**src/rtl/spi_regfile_peripheral.sv**
```systemverilog
// SPI mode-0 register-file slave with read-back; all SPI pins are oversampled in clk.
// Define SPI_AUTOINC_EN to enable burst mode (address auto-increment per extra data word).
module spi_regfile_peripheral #(
  parameter int NUM_REGS    = 5,
  parameter int ADDR_W      = 7,
  parameter int DATA_W      = 8,
  parameter int SYNC_STAGES = 2
) (
  input  logic                       clk,
  input  logic                       rst_n,
  input  logic                       sCLK,
  input  logic                       nCS,
  input  logic                       COPI,
  output logic                       CIPO,
  output logic                       cipo_oe,
  output logic [NUM_REGS*DATA_W-1:0] reg_q,
  output logic                       wr_strobe,
  output logic [ADDR_W-1:0]          wr_addr,
  output logic                       frame_err
);

  localparam int FRAME = 1 + ADDR_W + DATA_W;
  localparam int CNT_W = $clog2(FRAME + 1);
  localparam logic [CNT_W-1:0] CNT_FRAME     = CNT_W'(FRAME);
  localparam logic [CNT_W-1:0] CNT_LAST_ADDR = CNT_W'(ADDR_W);
  localparam logic [CNT_W-1:0] CNT_DATA0     = CNT_W'(1 + ADDR_W);
  localparam logic [ADDR_W:0]  NUM_REGS_W    = (ADDR_W+1)'(NUM_REGS);
`ifdef SPI_AUTOINC_EN
  localparam logic [CNT_W-1:0] CNT_LAST      = CNT_W'(FRAME - 1);
`endif

  logic [SYNC_STAGES-1:0] sclk_sync, ncs_sync, copi_sync;
  logic sclk_rise, sclk_fall, ncs_rise, ncs_fall, ncs_active, copi_s;

  logic [CNT_W-1:0]  cnt;
  logic              rw;
  logic [ADDR_W-1:0] addr_sr, addr_shifted;
  logic [DATA_W-1:0] data_sr, data_shifted, rd_sr;
  logic [DATA_W-1:0] regs [NUM_REGS];

`ifdef SPI_AUTOINC_EN
  logic              burst_started, addr_ovf, ovf_next;
  logic [ADDR_W-1:0] addr_next;
`endif

  always_ff @(posedge clk or negedge rst_n) begin
    if (!rst_n) begin
      sclk_sync <= '0;
      ncs_sync  <= '1;
      copi_sync <= '0;
    end else begin
      sclk_sync <= {sclk_sync[SYNC_STAGES-2:0], sCLK};
      ncs_sync  <= {ncs_sync[SYNC_STAGES-2:0], nCS};
      copi_sync <= {copi_sync[SYNC_STAGES-2:0], COPI};
    end
  end

  // COPI is taken from the oldest stage; it is stable for half an sCLK period around the rise.
  assign sclk_rise    = sclk_sync[SYNC_STAGES-2] & ~sclk_sync[SYNC_STAGES-1];
  assign sclk_fall    = ~sclk_sync[SYNC_STAGES-2] & sclk_sync[SYNC_STAGES-1];
  assign ncs_rise     = ncs_sync[SYNC_STAGES-2] & ~ncs_sync[SYNC_STAGES-1];
  assign ncs_fall     = ~ncs_sync[SYNC_STAGES-2] & ncs_sync[SYNC_STAGES-1];
  assign ncs_active   = ~ncs_sync[SYNC_STAGES-2] & ~ncs_sync[SYNC_STAGES-1];
  assign copi_s       = copi_sync[SYNC_STAGES-1];
  assign addr_shifted = {addr_sr[ADDR_W-2:0], copi_s};
  assign data_shifted = {data_sr[DATA_W-2:0], copi_s};

`ifdef SPI_AUTOINC_EN
  assign addr_next = addr_sr + ADDR_W'(1);
  assign ovf_next  = addr_ovf | (&addr_sr);
`endif

  function automatic logic [DATA_W-1:0] read_reg(input logic [ADDR_W-1:0] a);
    logic [DATA_W-1:0] r;
    r = '0;
    for (int i = 0; i < NUM_REGS; i++)
      if (a == ADDR_W'(i)) r = regs[i];
    return r;
  endfunction

  function automatic logic is_mapped(input logic [ADDR_W-1:0] a);
    return {1'b0, a} < NUM_REGS_W;
  endfunction

  for (genvar g = 0; g < NUM_REGS; g++) begin : g_flat
    assign reg_q[g*DATA_W +: DATA_W] = regs[g];
  end

  // nCS edges take priority over sCLK edges; a read loaded in a commit cycle sees the old value.
  always_ff @(posedge clk or negedge rst_n) begin
    if (!rst_n) begin
      cnt       <= '0;
      rw        <= 1'b0;
      addr_sr   <= '0;
      data_sr   <= '0;
      rd_sr     <= '0;
      CIPO      <= 1'b0;
      cipo_oe   <= 1'b0;
      wr_strobe <= 1'b0;
      wr_addr   <= '0;
      frame_err <= 1'b0;
      for (int i = 0; i < NUM_REGS; i++) regs[i] <= '0;
`ifdef SPI_AUTOINC_EN
      burst_started <= 1'b0;
      addr_ovf      <= 1'b0;
`endif
    end else begin
      wr_strobe <= 1'b0;
      frame_err <= 1'b0;
      cipo_oe   <= ~ncs_sync[SYNC_STAGES-2];
      if (ncs_fall) begin
        cnt     <= '0;
        rw      <= 1'b0;
        addr_sr <= '0;
        data_sr <= '0;
        rd_sr   <= '0;
        CIPO    <= 1'b0;
`ifdef SPI_AUTOINC_EN
        burst_started <= 1'b0;
        addr_ovf      <= 1'b0;
`endif
      end else if (ncs_rise) begin
        CIPO <= 1'b0;
`ifdef SPI_AUTOINC_EN
        if (cnt != '0 && !(cnt == CNT_DATA0 && burst_started)) frame_err <= 1'b1;
`else
        if (cnt == CNT_FRAME) begin
          if (rw && is_mapped(addr_sr)) begin
            for (int i = 0; i < NUM_REGS; i++)
              if (addr_sr == ADDR_W'(i)) regs[i] <= data_sr;
            wr_strobe <= 1'b1;
            wr_addr   <= addr_sr;
          end
        end else if (cnt != '0) begin
          frame_err <= 1'b1;
        end
`endif
      end else if (ncs_active && sclk_rise) begin
        if (cnt == '0) begin
          rw  <= copi_s;
          cnt <= cnt + CNT_W'(1);
        end else if (cnt <= CNT_LAST_ADDR) begin
          addr_sr <= addr_shifted;
          cnt     <= cnt + CNT_W'(1);
          if (cnt == CNT_LAST_ADDR) rd_sr <= read_reg(addr_shifted);
`ifdef SPI_AUTOINC_EN
        end else begin
          data_sr <= data_shifted;
          if (cnt == CNT_LAST) begin
            // Word complete: commit it, step the address and preload the next read word.
            if (rw && !addr_ovf && is_mapped(addr_sr)) begin
              for (int i = 0; i < NUM_REGS; i++)
                if (addr_sr == ADDR_W'(i)) regs[i] <= data_shifted;
              wr_strobe <= 1'b1;
              wr_addr   <= addr_sr;
            end
            burst_started <= 1'b1;
            addr_sr       <= addr_next;
            addr_ovf      <= ovf_next;
            rd_sr         <= ovf_next ? '0 : read_reg(addr_next);
            cnt           <= CNT_DATA0;
          end else begin
            cnt <= cnt + CNT_W'(1);
          end
        end
`else
        end else if (cnt < CNT_FRAME) begin
          data_sr <= data_shifted;
          cnt     <= cnt + CNT_W'(1);
        end
`endif
      end else if (ncs_active && sclk_fall) begin
        if (!rw && cnt >= CNT_DATA0 && cnt < CNT_FRAME) begin
          CIPO  <= rd_sr[DATA_W-1];
          rd_sr <= {rd_sr[DATA_W-2:0], 1'b0};
        end else begin
          CIPO <= 1'b0;
        end
      end
    end
  end

endmodule

```
**config.mk**
```make
export PLATFORM = sky130hd
export DESIGN_NAME = spi_regfile_peripheral
export DESIGN_NICKNAME = d
export VERILOG_FILES = /design/src/rtl/spi_regfile_peripheral.sv
export SDC_FILE = /design/constraint.sdc
export NUM_CORES = 1
export LEC_CHECK = 0
export BUFFER_PORTS_ARGS = -buffer_cell sky130_fd_sc_hd__buf_2
export CAP_MARGIN = 20
export CORE_ASPECT_RATIO = 0.75
export CORE_UTILIZATION = 50
export CTS_BUF_LIST = sky130_fd_sc_hd__clkbuf_2 sky130_fd_sc_hd__clkbuf_4 sky130_fd_sc_hd__clkbuf_8
export CTS_CLUSTER_SIZE = 30
export DETAILED_ROUTE_END_ITERATION = 8
export GPL_TIMING_DRIVEN = 1
export PLACE_DENSITY = 0.8
export SYNTH_ARGS = -nofsm -noshare
export SYNTH_HDL_FRONTEND = slang
export SYNTH_SLANG_ARGS = --single-unit
```
**constraint.sdc**
```tcl
create_clock -name clk -period 3.6 [get_ports clk]
set_clock_uncertainty 0.15 [all_clocks]
set_input_delay 0.9 -clock clk [delete_from_list [all_inputs] [get_ports clk]]
set_output_delay 0.9 -clock clk [all_outputs]
set_load 0.05 [all_outputs]
```
# Word-level counts from Yosys, hierarchy flattened
# Index checks and enable logic that the tools add are counted.
dict set report totals {
  ff_bits 86
  input_bits 5
  out_inout_bits 51
  word_cells 127
}
dict set report classes {
  n_addsub 1
  order_cmp 4
  eq_ne 17
  muxes 47
  n_bitwise 10
  n_reduce_logical 30
}
# cell n
set ops {}
lappend ops {{2-to-1 mux 8 bit} 19}
lappend ops {{2-to-1 mux 7 bit} 5}
lappend ops {{2-to-1 mux 5 bit} 6}
lappend ops {{AND reduction 5 bit} 6}
lappend ops {{== test 7 x 2 -> 1 bit (second input constant)} 4}
lappend ops {{2-to-1 mux 1 bit} 17}
lappend ops {{== test 7 x 1 -> 1 bit (second input constant)} 2}
lappend ops {{== test 7 x 3 -> 1 bit (second input constant)} 2}
lappend ops {{zero test 7 bit} 2}
lappend ops {{nonzero test 3 bit} 3}
lappend ops {{AND reduction 4 bit} 2}
lappend ops {{nonzero test 2 bit} 4}
lappend ops {{less-than comparator 7 x 3 -> 1 bit (second input constant)} 1}
lappend ops {{inequality test 3 x 2 -> 1 bit (second input constant)} 2}
lappend ops {{inequality test 3 bit (second input constant)} 2}
lappend ops {{AND reduction 3 bit} 2}
lappend ops {{AND reduction 6 bit} 1}
lappend ops {{adder 5 x 1 -> 5 bit (second input constant)} 1}
lappend ops {{bitwise AND 1 bit} 5}
lappend ops {{== test 5 x 3 -> 1 bit (second input constant)} 1}
lappend ops {{== test 5 bit (second input constant)} 1}
lappend ops {{greater-or-equal comparator 5 x 4 -> 1 bit (second input constant)} 1}
lappend ops {{<= comparator 5 x 3 -> 1 bit (second input constant)} 1}
lappend ops {{logical AND 1 bit} 5}
lappend ops {{9 further kinds} 14}

# Longest topological paths before layout
dict set report logic_depth {
  ltp_word 12
  ltp_mapped 7
  depth_no_buf 6
}

# Worst setup path before layout
# Ideal clock, no wire load.
dict set report synth_path {
  path_kind {reg2reg}
  startpoint {reg ncs_sync[0]}
  endpoint {reg regs, in the netlist reg_q[16]}
  setup_time_ps 125
  arrival_time_ps 2158
  required_ps 3325
  path_slack_ps 1167
  path_stages_with_launch 7
  n_path_buf 0
  synth_period_minus_slack_ps 2433
  cell_sequence {dfstp_2 > inv_1 > ha_1 > nor4b_4 > nand4_4 > nor3b_4 > mux2_4}
}
dict set report synth_between {
  elab_chain_len 4
  word_cells_on_any_way 5
  classes_between {4 x bitwise; 1 x reduce/logical}
}
# item line
set synth_lines {}
lappend synth_lines {{from (decl)} 32} ;# logic [SYNC_STAGES-1:0] sclk_sync, ncs_sync, copi_sync;
lappend synth_lines {{from (signal assigned)} 53} ;# ncs_sync <= {ncs_sync[SYNC_STAGES-2:0], nCS};
lappend synth_lines {{NOT 1 bit} 62} ;# assign ncs_fall = ~ncs_sync[SYNC_STAGES-2] & ncs_sync[SYNC_STAGES-1];
lappend synth_lines {{bitwise AND 1 bit} 62}
lappend synth_lines {{NOT 1 bit (no source line)} -}
lappend synth_lines {{AND reduction 5 bit (no source line) *} -}
lappend synth_lines {{to (signal, indexed assignment)} 130} ;# if (addr_sr == ADDR_W'(i)) regs[i] <= data_sr;
lappend synth_lines {{to (decl)} 39} ;# logic [DATA_W-1:0] regs [NUM_REGS];
# Every way passes the cells marked *; elsewhere a longest branch is shown, timed or not.
# A chain may end at the register's enable or synchronous reset.

# Final worst setup path
# Ends and elaborated chain as after synthesis.

==> impl_results.md <==
* Status: finished clean
* Via count at 2731
* ANT cells at 0
* Cell area after layout at 0.00457 mm2
* CTS buffer count at 9
* CP startpoint kind: register
* DR pass1 iterations at 5
* Synth cell types at 57
* Crit path kind: reg2reg
* Initial Util at 53.1%
* Setup crit end kind: register
* I/O pin count at 56
* Mapped Cells at 304
* Vias per cell at 5.86
* R2r startpoint: ncs_sync[0]
* Worst R2R Path Depth at 6
* Fillcell total at 590
* Postcts setup bufs at 0
* DRC viols at 0
* CP Max Fanout at 8
* I/O Buffers at 55
* Routed length per instance at 18.6 um
* Reg area at 0.00215 mm2
* Share of synthesized registers carrying an async set or reset at 100%
* Final Wtd Congestion at 0.835
* Max cap viols at 0
* Total die area at 0.00837 mm2
* Worst path max stage delay at 0.64 ns
* Final min period at 2.66 ns
* Row cnt at 27
* Chip height at 79.5 um
* Top delay family on crit path: simple AND/OR/NAND/NOR gates
* Final Hold Vio Count at 0
* Crit-path cells: inv_1 -> ha_1 -> nor4b_4 -> nand4_4 -> nor3b_4 -> mux2_4
* Sink Count at 86
* Worst min path class: reg2reg
* Nets@finish at 372
* Largest net degree at the start of global routing at 87
* Slew HR at 44.2%
* Area growth from synthesis to layout at 14.2%
* Share of the yosys chip area belonging to registers at 53.8%
* Max Fclk at 375 MHz
* First-pass GRT wire length at 14000 um
* Final WL at 8650 um
* Critical path buffers and inverters at 1
* Area occupied by multi-input gates at 0.00177 mm2
* Clock latency on the worst-skew pair at 0.37 ns
* Starting DRT DRC Count at 153
* Congestion Overflow GR at 0
* Post-Syn Area at 0.00400 mm2
* Leak at 2.23 nW
* Most frequent cells in the layout: dfrtp_1, buf_2, mux2_2
* Start point of the critical path: ncs_sync[0]
* CP arrival at 2.77 ns
* H-tree Lvls at 3
* Vias in the first global route at 2650
* Hold_buf cts at 0
* Area after DPL at 0.00437 mm2
* CORE AREA at 0.00753 mm2
* Slowest-stage cell, CP: nor3b_4
* Fin crit share at 74.0%
* Pins Over Slew Limit at 0
* Post-synth EDFFs at 0
* Dpl hpwl at 5990 um
* RR Endpoint: reg_q[16]
* Final ANT Viol Nets at 0
* Setup violations, final at 0
* Peak supply drop at 0.000296 V
* Syn Nets at 315
* CTS Root Cell: clkbuf_8
* Number of gates resized after CTS at 0
* CP required at 3.70 ns
* Flops & latches, synth at 86
* RSZ-0062 raised after global routing: no
* Sum of negative setup slack at 0 ns
* Initial antenna violation count at 0
* Die Span X at 105 um
* Worst Setup EP: reg_q[16]
* Clock tree from TritonCTS: done
* Most common cell after layout, fill and taps aside: dfrtp_1
* Mean post-synth cell area at 13.2 um2
* Synth warn at 0
* Worst-margin pin slew at 0.836 ns
* R2r setup slk at 0.94 ns
* Clock slew seen by the registers of the worst setup and hold paths at 0.08 ns
* P per Cell Area at 412 mW/mm2
* Post-synth top flop: dfrtp_1
* Instance count on the critical path at 6
* CTS Buffer Depth at 2
* Fraction of layout cells with a size suffix above 1 at 40.3%
* GRT Util Overall at 22.5%
report_power, final:
group          leakage (nW)  internal, mW  total (mW)  switching, mW
clock network        0.0910         0.281       0.613          0.333
registers              1.15          1.00        1.07         0.0611
logic                 0.984        0.0875       0.207          0.119
total                  2.23          1.37        1.89          0.513
kinds of logic (layout without fill, tap and decap cells):
group | after synthesis | after routing | synth area share [%]
flops | 86 | 86 | 53.8
compound gates | 68 | 68 | 12.9
simple gates | 64 | 64 | 11.7
mux | 60 | 60 | 17.6
buf+inv | 20 | 81 | 2.09
fa+ha+maj | 6 | 6 | 1.87
per-stage QoR:
stage          instances  power (mW)  util, %  hold WS (ns)  setup slack [ns]
6_report             466        1.89     60.7         0.223             0.935
4_1_cts              465        1.89     60.3         0.228             0.946
5_1_grt              466        1.96     60.7         0.229             0.857
3_5_place_dp         450        1.29     58.0         0.210             0.954
3_3_place_gp         450        1.28     58.0         0.187              1.04
2_1_floorplan        304        1.22        -         0.181              1.17
worst register-to-register path, delay by kind of cell (launching register included):
family | cells | cell delay [ns]
adder cells (fa/ha/maj) | 1 | 0.28
multiplexers | 1 | 0.35
buffers and inverters | 1 | 0.08
flip-flops | 1 | 0.56
AND/OR/NAND/NOR | 3 | 1.15
flip-flops by register name, summed over array words and instances, names as in the netlist:
name	count
addr_sr	7
cnt	5
frame_err	1
copi_sync	2
wr_strobe	1
rd_sr	8
data_sr	8
reg_q	40
CIPO	1
rw	1
ncs_sync	2
sclk_sync	2
wr_addr	7
cipo_oe	1
cell usage after synthesis (4+ instances only):
library cell | instances | area [um2]
nand2_1 | 12 | 45.0
nor4_1 | 4 | 25.0
a21o_1 | 4 | 30.0
mux2_4 | 8 | 120
a21oi_1 | 12 | 60.1
nor2b_1 | 6 | 37.5
dfrtp_1 | 84 | 2100
a22oi_1 | 6 | 45.0
clkbuf_1 | 6 | 22.5
o21ai_0 | 4 | 20.0
ha_1 | 6 | 75.1
a22o_1 | 14 | 123
inv_1 | 8 | 30.0
buf_2 | 4 | 20.0
nand2b_1 | 5 | 31.3
mux2_2 | 51 | 574
o21a_1 | 6 | 45.0
o32a_1 | 7 | 70.1
routing by layer:
metal | up-vias | wire, um | GRT usage [%]
met4 | 0 | 121 | 7.89
met3 | 12 | 477 | 6.53
met5 | - | 0 | 0
met1 | 1379 | 4220 | 32.3
li1 | 1263 | - | -
met2 | 77 | 3830 | 32.2
worst min-delay path by stage:
| stage | start | to | slack [ns] | cells after the start |
|---|---|---|---|---|
| 3_5_place_dp | copi_sync[0] | copi_sync[1] | 0.21 | 0 |
| 3_3_place_gp | copi_sync[0] | copi_sync[1] | 0.19 | 0 |
| 4_1_cts | copi_sync[0] | copi_sync[1] | 0.23 | 0 |
| 2_1_floorplan | copi_sync[0] | copi_sync[1] | 0.18 | 0 |
| 5_1_grt | ncs_sync[0] | ncs_sync[1] | 0.23 | 0 |
| 6_report | copi_sync[0] | copi_sync[1] | 0.22 | 0 |
area by class of cell:
type | count | share of cell area [%]
multi-input cells | 198 | 38.6
inverters | 8 | 0.657
clock buffers | 11 | 3.31
well taps | 101 | 2.76
repair buffers | 58 | 7.01
flip-flops and latches | 86 | 47.1
clock inverters | 4 | 0.493
Note: power is estimated with default switching activity, not from simulation.
